==> config.mk <==
export PLATFORM = sky130hd
export DESIGN_NAME = prefetch_unit
export DESIGN_NICKNAME = d
export VERILOG_FILES = /design/src/rtl/fetch_pkg.sv /design/src/rtl/instr_fifo.sv /design/src/rtl/prefetch_unit.sv
export SDC_FILE = /design/constraint.sdc
export NUM_CORES = 1
export LEC_CHECK = 0
export ABC_AREA = 1
export BUFFER_PORTS_ARGS = -buffer_cell sky130_fd_sc_hd__buf_4
export CORE_ASPECT_RATIO = 2
export CORE_UTILIZATION = 64
export CTS_CLUSTER_SIZE = 24
export DETAILED_ROUTE_END_ITERATION = 10
export PLACE_DENSITY = 0.84
export SLEW_MARGIN = 20
export SYNTH_ARGS = -nofsm -noshare
export SYNTH_HDL_FRONTEND = slang
export SYNTH_HIERARCHICAL = 1
export SYNTH_SLANG_ARGS = --single-unit
==> constraint.sdc <==
create_clock -name clk -period 9.3 [get_ports clk]
set_clock_uncertainty 0.2 [all_clocks]
set_input_delay 1.86 -clock clk [delete_from_list [all_inputs] [get_ports clk]]
set_output_delay 1.86 -clock clk [all_outputs]
set_load 0.01 [all_outputs]
==> src/rtl/fetch_pkg.sv <==
// Shared types and helpers for the instruction prefetcher.
package fetch_pkg;

  typedef enum logic [1:0] {
    IDLE = 2'd0,
    REQ  = 2'd1,
    REL  = 2'd2
  } fetch_state_t;

  // Bus beats needed to assemble one instruction.
  function automatic int fetch_beats(input int instr_w, input int data_w);
    return instr_w / data_w;
  endfunction

endpackage

==> src/rtl/instr_fifo.sv <==
// Synchronous FIFO with flush; the head entry is readable whenever count is non-zero.
module instr_fifo #(
  parameter int WIDTH = 40,
  parameter int DEPTH = 4
) (
  input  logic                     clk,
  input  logic                     reset,
  input  logic                     push,
  input  logic [WIDTH-1:0]         push_data,
  input  logic                     pop,
  input  logic                     flush,
  output logic [WIDTH-1:0]         head_data,
  output logic [$clog2(DEPTH):0]   count,
  output logic                     empty,
  output logic                     full
);

  localparam int PTR_W = $clog2(DEPTH);
  localparam int CNT_W = PTR_W + 1;

  logic [WIDTH-1:0] mem [DEPTH];
  logic [PTR_W-1:0] wr_ptr;
  logic [PTR_W-1:0] rd_ptr;
  logic             do_push;
  logic             do_pop;

  assign empty     = (count == '0);
  assign full      = (count == CNT_W'(DEPTH));
  assign do_pop    = pop && !empty;
  assign do_push   = push && (!full || do_pop);
  assign head_data = mem[rd_ptr];

  always_ff @(posedge clk) begin
    if (reset || flush) begin
      wr_ptr <= '0;
      rd_ptr <= '0;
      count  <= '0;
    end else begin
      if (do_push) wr_ptr <= wr_ptr + PTR_W'(1);
      if (do_pop)  rd_ptr <= rd_ptr + PTR_W'(1);
      case ({do_push, do_pop})
        2'b10:   count <= count + CNT_W'(1);
        2'b01:   count <= count - CNT_W'(1);
        default: count <= count;
      endcase
    end
  end

  // Storage needs no reset: stale entries are never visible while count is zero.
  always_ff @(posedge clk) begin
    if (do_push && !flush && !reset) mem[wr_ptr] <= push_data;
  end

endmodule

==> src/rtl/prefetch_unit.sv <==
// Instruction prefetcher: fetches one bus word per grant, MSB beat first,
// assembles instructions and queues them with their PCs for the core.
module prefetch_unit
  import fetch_pkg::*;
#(
  parameter int DATA_W  = 8,
  parameter int INSTR_W = 32,
  parameter int ADDR_W  = 10,
  parameter int PC_W    = 8,
  parameter int DEPTH   = 4
) (
  input  logic                     clk,
  input  logic                     reset,
  output logic                     grant_request,
  input  logic                     grant_given,
  output logic [ADDR_W-1:0]        bus_addr,
  output logic                     bus_rw,
  input  logic [DATA_W-1:0]        bus_rdata,
  input  logic                     redirect,
  input  logic [PC_W-1:0]          redirect_pc,
  output logic                     instr_valid,
  output logic [INSTR_W-1:0]       instr,
  output logic [PC_W-1:0]          instr_pc,
  input  logic                     instr_ready,
  output logic [$clog2(DEPTH):0]   count
);

  localparam int BEATS   = fetch_beats(INSTR_W, DATA_W);
  localparam int BEAT_W  = (BEATS > 1) ? $clog2(BEATS) : 1;
  localparam int CNT_W   = $clog2(DEPTH) + 1;
  localparam int ENTRY_W = INSTR_W + PC_W;

  typedef struct packed {
    logic [INSTR_W-1:0] instr;
    logic [PC_W-1:0]    pc;
  } entry_t;

  fetch_state_t       state;
  fetch_state_t       state_next;
  logic [PC_W-1:0]    fetch_pc;
  logic [PC_W-1:0]    start_pc;
  logic [BEAT_W-1:0]  beat_idx;
  logic [INSTR_W-1:0] asm_buf;
  logic [INSTR_W-1:0] asm_next;
  logic               grant_fire;
  logic               last_beat;
  logic               push;
  logic               pop;
  logic               slot_free;
  logic [CNT_W-1:0]   count_after;
  entry_t             push_entry;
  entry_t             head_entry;
  logic [ENTRY_W-1:0] head_bits;
  logic               fifo_empty;
  logic               fifo_full;

  assign grant_fire  = (state == REQ) && grant_given && !redirect;
  assign last_beat   = (beat_idx == BEAT_W'(BEATS - 1));
  assign push        = grant_fire && last_beat;
  assign pop         = instr_valid && instr_ready && !redirect;
  assign count_after = count - CNT_W'(pop);
  assign slot_free   = (count_after < CNT_W'(DEPTH));

  always_comb begin
    asm_next = asm_buf;
    asm_next[(BEATS - 1 - int'(beat_idx)) * DATA_W +: DATA_W] = bus_rdata;
  end

  // The push carries the beat being granted now, so it bypasses asm_buf.
  always_comb begin
    push_entry.instr = asm_next;
    push_entry.pc    = (beat_idx == '0) ? fetch_pc : start_pc;
  end

  always_comb begin
    state_next = state;
    if (redirect) begin
      state_next = REL;
    end else begin
      case (state)
        IDLE:    if (slot_free) state_next = REQ;
        REQ:     if (grant_given) state_next = REL;
        // beat_idx==0 here means the next request starts a new instruction.
        REL:     state_next = (beat_idx != '0 || slot_free) ? REQ : IDLE;
        default: state_next = IDLE;
      endcase
    end
  end

  always_ff @(posedge clk) begin
    if (reset) begin
      state    <= IDLE;
      fetch_pc <= '0;
      start_pc <= '0;
      beat_idx <= '0;
      asm_buf  <= '0;
    end else begin
      state <= state_next;
      if (redirect) begin
        fetch_pc <= redirect_pc;
        start_pc <= redirect_pc;
        beat_idx <= '0;
      end else if (grant_fire) begin
        asm_buf  <= asm_next;
        fetch_pc <= fetch_pc + PC_W'(1);
        if (beat_idx == '0) start_pc <= fetch_pc;
        beat_idx <= last_beat ? '0 : beat_idx + BEAT_W'(1);
      end
    end
  end

  instr_fifo #(
    .WIDTH (ENTRY_W),
    .DEPTH (DEPTH)
  ) u_queue (
    .clk       (clk),
    .reset     (reset),
    .push      (push),
    .push_data (push_entry),
    .pop       (pop),
    .flush     (redirect),
    .head_data (head_bits),
    .count     (count),
    .empty     (fifo_empty),
    .full      (fifo_full)
  );

  assign head_entry    = entry_t'(head_bits);
  assign instr_valid   = !fifo_empty;
  assign instr         = instr_valid ? head_entry.instr : '0;
  assign instr_pc      = instr_valid ? head_entry.pc : '0;
  assign grant_request = (state == REQ);
  assign bus_addr      = ADDR_W'(fetch_pc);
  assign bus_rw        = 1'b0;

  logic unused_full;
  assign unused_full = fifo_full;

endmodule

== Word-level counts from Yosys, hierarchy flattened ==
Memory sizes are Yosys's and may differ from the RTL's. A register that Yosys moved wholly into a read port is not among the register bits.
Cells that the tools add are included.
Word-level totals
  register bits: 59
  bits in latches: 0
  RAM bits: 160
  ROM bits: 0
  input port bits: 21
  output and inout bits: 56
  memories kept: 1
Memory list
  u_queue.mem: words 4, bits a word 40, read ports 1, clocked after memory_dff 1, write ports 1, RTL line instr_fifo.sv:21  | logic [WIDTH-1:0] mem [DEPTH];
Cells by class
  add/subtract/negate cells: 9
  $mul: 0
  div/mod/pow operators: 0
  $lt $le $gt $ge: 1
  eq/ne operators: 10
  shift operators: 2
  mux-type cells: 19
  bitwise logic cells: 1
  reductions and logical operators: 26
Operator list (number)
  $mux W8: 6
  $neg A6 Y33: 1
  $shift A8 B33 Y32 const A: 1
  $shiftx A8 B33 Y32: 1
  $bwmux W32: 1
  $mux W32: 1
  $mux W2: 6
  $logic_and A1 B1 Y1: 9
  $add A8 B1 Y8 const B: 1
  $add A2 B1 Y2 const B: 3
  $eq A2 B2 Y1 const B: 3
  $pmux W2 S3: 1
  $pmux W3 S2: 1
  $reduce_and A2 Y1: 3
  $reduce_bool A2 Y1: 3
  $eq A2 B1 Y1 const B: 2
  $logic_not A1 Y1: 4
  $logic_not A2 Y1: 2
  $add A3 B1 Y3 const B: 1
  $eq A3 B3 Y1 const B: 1
  $logic_not A3 Y1: 1
  $logic_or A1 B1 Y1: 3
  $lt A3 B3 Y1 const B: 1
  $mux W1: 3
  9 further kinds: 9

== Depth between registers and ports, before layout ==
Gate-level depths: netlist of run 1.
  depth after elaboration: 11
  mapped depth: 14
  depth with buffers taken out: 13

== Hierarchy ==
The synthesis of run 1 kept the hierarchy.
By module, submodules not included
  instr_fifo: times used 1, cells each 454, area each 6398.6 sq um, sequential area each 4984.8 sq um
  prefetch_unit: times used 1, cells each 502, area each 3123.0 sq um, sequential area each 1041.0 sq um

== Least setup slack after synthesis of run 1 ==
OpenSTA, ideal clock, no wires.
  kind: input port to flip-flop
  start: input redirect
  end: memory u_queue.mem[0][0], enable pin
  library setup time: 0.438 ns
  data arrival time: 4.423 ns
  setup slack: 4.239 ns
  stages on the path: 6
  cells stage by stage: inv_2 nand3_4 buf_4 nor2_1 nand3_1 nor2_1
RTL lines
  start: declaration: RTL line prefetch_unit.sv:19  | input logic redirect,
  $logic_not A1 Y1: RTL line prefetch_unit.sv:57  | assign grant_fire = (state == REQ) && grant_given && !redirect;
  $logic_and A1 B1 Y1: RTL line prefetch_unit.sv:57
  $logic_and A1 B1 Y1: RTL line prefetch_unit.sv:59  | assign push = grant_fire && last_beat;
  via push: RTL line prefetch_unit.sv:47  | logic push;
  $logic_and A1 B1 Y1: RTL line instr_fifo.sv:30  | assign do_push = push && (!full || do_pop);
  $logic_and A1 B1 Y1 (2 in series): RTL line instr_fifo.sv:51  | if (do_push && !flush && !reset) mem[wr_ptr] <= push_data;
  $mux W1: RTL line instr_fifo.sv:51
  $mux W1 (implied by the code): RTL line instr_fifo.sv:51
  end: declaration: RTL line instr_fifo.sv:21
The timed path passes the listed nets, and every way through them passes these cells.

== Worst setup path in the final report of run 1 ==
  start: input redirect
  end: memory u_queue.mem[3][3], enable pin
Same word-level chain as after synthesis.

==> flow_summary_export.csv, run 1 <==
group,metric,value,unit
synthesis,yosys.area.top_type,"edfxtp_1",
place,placement.io_buffers,73,
critical_path,start_kind,"primary input",
sta,hold_ws,0.255,ns
synthesis,synth_top_area_share,0.505,
layout,layoutNonFillerInstCount,1208,
power,leakage,4.08,nW
detailed_routing,met2WireLength,11.2,mm
sta,tns,0,ns
status,status,"finished, final reports clean",
detailed_routing,firstDrtPassIters,5,
clock_network,ctsRootBufferMaster,"clkbuf_16",
clock_network,postCtsSetupBuffers,0,
clock_network,cts_tree,"done",
layout,area_growth,12.8,%
synthesis,synth_edf_count,160,
clock_network,clock_path_buffers,3,
layout,antennaDiodeCount,0,
synthesis,syn_avg_cell_area,9.96,sq um
sta,maxSlewHeadroom,0.414,
synthesis,synth_xor_area_frac,0.00184,
sta,fin_crit_sh,0.472,
synthesis,yosys.area_share.simple,0.123,
critical_path,crit_type,"primary input to flip-flop",
sta,slew_violations,0,
clock_network,postCtsResizedCells,0,
die,design.core.area,14400,sq um
critical_path,cp_max_fo,40,
detailed_routing,antenna_left,0,
grt,gr-total-overflow,0,
power,power.density,179,nW/um^2
critical_path,critPathRequiredTime,9.21,ns
place,dp.cells,1179,
clock_network,hold_buffers,0,
synthesis,synth_compound_area_frac,0.148,
detailed_routing,dr_total_vias,6967,
clock_network,clkSinkCount,221,
layout,fin_util,0.745,
layout,drive_gt1_frac,0.131,
clock_network,cts-buffers-inserted,17,
synthesis,yosys.cell_types.count,35,
clock_network,clkLatencyLatePin,0.47,ns
synthesis,synth.area.top_cells,"edfxtp_1 50%, dfxtp_1 13%, nor2_1 7.7%",
die,chipWidth,88.3,um
die,io_pins,77,
critical_path,crit_top_cell,"buf_4",
die,die_area,15400,sq um
detailed_routing,detail_route.iter0.violations,581,
synthesis,synth_ff_type,"edfxtp_1",
detailed_routing,viasPerCell,5.77,
power,ir_worst_vdd,0.165,mV
synthesis,yosysSeqAreaShare,0.633,
clock_network,cts_max_level,1,
synthesis,synthAdderAreaFrac,0.0152,
power,finalPower,1.92,mW
min_path,min_path_type,"flip-flop to flip-flop",
synthesis,synth_cells,956,
sta,min_period,4.39,ns
synthesis,synth_mux_area_frac,0,
grt,grt_first_pass_wirelength,32.9,mm
run,maxCapViolCount,0,
sta,grt_setup_unrepaired,"no",
detailed_routing,wire_per_inst,17.0,um
critical_path,endpoint_kind,"flip-flop",
grt,grt_pass1_vias,6918,
critical_path,critical_path.cell_chain,"buf_4 > inv_2 > nand3_4 > nor2_1 > nand3_1 > nor2_4 > buf_4",
synthesis,synth_top_family_by_area,"compound AO/OA/AOI/OAI gates",
place,gp_congestion,0.896,
synthesis,async_reset_ff_frac,0,
detailed_routing,drc_errors,0,
grt,antenna_found_initial,0,
place,dpl_worst_slack,4.45,ns
die,die_h,174,um
grt,grt_max_degree,81,
detailed_routing,met3_length,986,um
sta,worst_slew_pin_slew,0.877,ns
detailed_routing,wl_met1,7.40,mm
grt,gr-usage-all-layers,0.280,
layout,final_nets,1038,
critical_path,slowest_stage,"buf_4",
critical_path,arrival,4.30,ns
synthesis,ys_ff_latch,221,
die,row_count,62,
detailed_routing,dr.max_layer_used,"met4",
clock_network,clk_pin_slew,0.07,ns
die,start_util,0.660,
sta,hold_viol,0,
layout,fin_area,10700,sq um
detailed_routing,routed_wl,20.5,mm
sta,finalSetupViolations,0,
sta,max_freq,0.228,GHz
synthesis,synth-warning-count,6,
place,dp_hpwl,12.5,mm
synthesis,syn_area,9520,sq um
sta,fin_ws,4.91,ns
critical_path,crit_path_max_incr_delay,0.50,ns
place,place_area,10100,sq um
[worst max-delay path, delay by kind of cell]
family / cells / cell delay (ns)
buffers and inverters: 3 / 0.91
and+or+nand+nor: 4 / 1.46
[per-layer routing]
metal	GRT usage	vias to the layer above
met5	0	-
met4	0.152	0
met3	0.0280	65
met2	0.507	273
met1	0.311	3282
li1	-	3347
[cell type report]
type / count / area, sq um
multi-input cells: 557 / 2780
clock buffers: 22 / 454
flip-flops and latches: 221 / 6030
fillers: 996 / 3690
clock inverters: 7 / 145
inverters: 126 / 475
well taps: 192 / 240
repair buffers: 83 / 623
[state kept, by name, summed over array words and instances (netlist names), named ones only]
signal,count
asm_buf,32
beat_idx,2
fetch_pc,8
start_pc,8
state,2
u_queue/count,3
u_queue/mem,160
u_queue/rd_ptr,2
u_queue/wr_ptr,2
[final timing paths]
kind | from | end | slack [ns] | cells after the start
hold / removal | start_pc[1] | start_pc[1] | 0.25 | 2
setup / recovery | redirect | u_queue/mem[3][3] | 4.91 | 7
setup reg to reg | beat_idx[0] | u_queue/mem[3][3] | 5.85 | 6
hold reg to reg | start_pc[1] | start_pc[1] | 0.25 | 2
[cell families (layout without fill, tap and decap cells)]
kind of cell	Yosys count	count (layout)
flip-flops	221	221
XOR/XNOR	2	2
AND/OR/NAND/NOR	283	283
adder cells (fa/ha/maj)	11	11
other	1	3
AO/OA/AOI/OAI	258	258
buffers and inverters	180	238
[cell usage in the layout (no fill, tap or decap), drive strengths merged, types with 2 or more instances in the layout]
cell type / count
nand3: 22
dfxtp: 61
inv: 125
buf: 83
o21a: 3
conb: 3
clkinv: 3
a22oi: 5
nand2: 56
a21oi: 31
a31oi: 7
clkbuf: 22
nand4: 3
xor2: 2
o22ai: 61
ha: 10
nor2: 199
bufinv: 4
edfxtp: 160
o21ai: 149
nor3: 2
[power breakdown]
| part | switching (mW) | internal [mW] | leakage (nW) | total (mW) |
|---|---|---|---|---|
| registers | 0.00780 | 1.06 | 1.94 | 1.07 |
| logic | 0.0450 | 0.0236 | 1.86 | 0.0686 |
| clock network | 0.324 | 0.460 | 0.286 | 0.784 |
[cells in the mapped netlist (all sizes together) (2+ instances only)]
cell type,number
dfxtp,61
a21oi,31
a22oi,5
clkbuf,19
nand3,22
inv,125
a31oi,7
o21a,3
edfxtp,160
nand2,56
xor2,2
o22ai,61
nor3,2
o21ai,149
ha,10
buf,35
nand4,3
nor2,199
Note: power is estimated with default switching activity, not from simulation.
==> inputs of run 2 (changes only) <==
CORE_UTILIZATION = 54   (was 64)
PLACE_DENSITY = 0.76   (was 0.84)
clock period = 4 ns   (was 9.3 ns; I/O delays follow)
==> flow_summary_export.csv, run 2 (synthesis gave the netlist of run 1 again) <==
group,metric,value,unit
grt,antenna_found_initial,0,
layout,layoutNonFillerInstCount,1235,
layout,regArea,6030,sq um
detailed_routing,routed_wl,21.8,mm
clock_network,hold_buffers,0,
power,power.density,412,nW/um^2
sta,slew_violations,0,
critical_path,arrival,2.25,ns
sta,worst_slew_pin_slew,1.09,ns
grt,gr-usage-all-layers,0.250,
die,chipWidth,95.9,um
power,ir_worst_vdd,0.333,mV
detailed_routing,viasPerCell,5.70,
die,row_count,68,
layout,fin_area,10900,sq um
sta,hold_ws,0.258,ns
grt,gr-total-overflow,0,
critical_path,endpoint_kind,"output pin",
layout,largest-register,"u_queue/mem",
die,die_h,190,um
critical_path,crit_type,"flip-flop to output pin",
power,p_comb_frac,0.037,
clock_network,clkSinkCount,221,
critical_path,critPathRequiredTime,3.00,ns
critical_path,cp_max_fo,20,
sta,fin_ws,0.749,ns
clock_network,clkLatencyLatePin,0.49,ns
detailed_routing,detail_route.iter0.violations,753,
power,sw_frac_of_total,0.202,
die,design.core.area,17300,sq um
status,status,"finished, final reports clean",
power,internal_power,3.58,mW
detailed_routing,met3_length,1.26,mm
sta,min_period,3.25,ns
grt,grt_first_pass_wirelength,34.4,mm
sta,fin_crit_sh,0.813,
die,start_util,0.551,
place,gp_congestion,0.815,
place,dp_hpwl,14.3,mm
critical_path,start_kind,"flip-flop",
layout,final_common_cell,"nor2_1",
detailed_routing,firstDrtPassIters,6,
detailed_routing,dr_total_vias,7034,
power,switchingPower,907,uW
layout,area_growth,14.3,%
detailed_routing,wire_per_inst,17.6,um
clock_network,cts_max_level,1,
place,dpl_worst_slack,0.831,ns
sta,finalSetupViolations,0,
place,place_area,10300,sq um
detailed_routing,antenna_left,0,
run,maxCapViolCount,0,
layout,multiInputGateArea,2780,sq um
clock_network,clock_path_buffers,3,
layout,antennaDiodeCount,0,
clock_network,postCtsResizedCells,0,
clock_network,ctsRootBufferMaster,"clkbuf_16",
place,dp.cells,1204,
layout,drive_gt1_frac,0.141,
clock_network,clk_pin_slew,0.07,ns
min_path,min_path_type,"flip-flop to flip-flop",
grt,grt_pass1_vias,6840,
layout,layout_common_cells,"192 x nor2_1, 160 x edfxtp_1, 119 x inv_1",
place,placement.io_buffers,73,
sta,tns,0,ns
detailed_routing,met2WireLength,11.9,mm
detailed_routing,dr.max_layer_used,"met4",
sta,maxSlewHeadroom,0.275,
power,finalPower,4.48,mW
power,pwr-share-clk,0.409,
clock_network,cts-buffers-inserted,18,
die,io_pins,77,
layout,fin_util,0.630,
layout,final_nets,1046,
die,die_area,18200,sq um
sta,hold_viol,0,
grt,grt_max_degree,47,
layout,largest_reg_flops,160,
layout,largestRegisters,"u_queue/mem: 160 flops, asm_buf: 32 flops",
clock_network,postCtsSetupBuffers,0,
clock_network,cts_tree,"done",
detailed_routing,drc_errors,0,
sta,max_freq,0.308,GHz
layout,fill_cells,1372,
sta,grt_setup_unrepaired,"no",
power,p_seq_frac,0.555,
detailed_routing,wl_met1,7.77,mm
power,leakage,4.15,nW
==> run 2: cell count changes in the layout (fill, tap and decap cells not counted), sizes merged <==
cell	delta
buf	+7
bufinv	-2
clkinvlp	+1
clkinv	+3
==> run 2: worst paths after layout <==
kind | endpoint | slack, ns | start | depth (start not counted)
max | instr[16] | 0.75 | flip-flop | 7
min | start_pc[1] | 0.26 | start_pc[1] | 2
max reg2reg | u_queue/mem[3][12] | 1.03 | u_queue/count[2] | 11
min reg2reg | start_pc[1] | 0.26 | start_pc[1] | 2
==> run 2: power groups by stage <==
stage,sequential (mW),clock (mW),combinational (mW)
floorplan,2.54,0,0.0957
global placement,2.54,0,0.158
detailed placement,2.54,0,0.161
CTS,2.49,1.84,0.162
global route,2.49,1.94,0.181
finish,2.49,1.83,0.164
==> run 2: worst max-delay path, cell delays in order (launching register included) <==
cell and delay (ns):
dfxtp_1 0.31, inv_1 0.58, buf_4 0.34, o21ai_1 0.09, o22ai_1 0.16, inv_1 0.06, nor2_1 0.08, buf_4 0.13
==> run 2: layout make-up <==
| cell class | instances | share of cell area |
|---|---|---|
| inverter | 126 | 0.0437 |
| clock buffer | 22 | 0.0475 |
| timing repair buffer | 90 | 0.0667 |
| multi-input combinational | 557 | 0.255 |
| clock inverter | 9 | 0.00942 |
| sequential | 221 | 0.554 |
| tap | 210 | 0.0241 |
==> run 2: metal layers <==
layer  GRT usage  vias to the layer above
li1            -                     3358
met1       0.281                     3343
met2       0.457                      278
met3      0.0252                       55
met4       0.118                        0
met5           0                        -
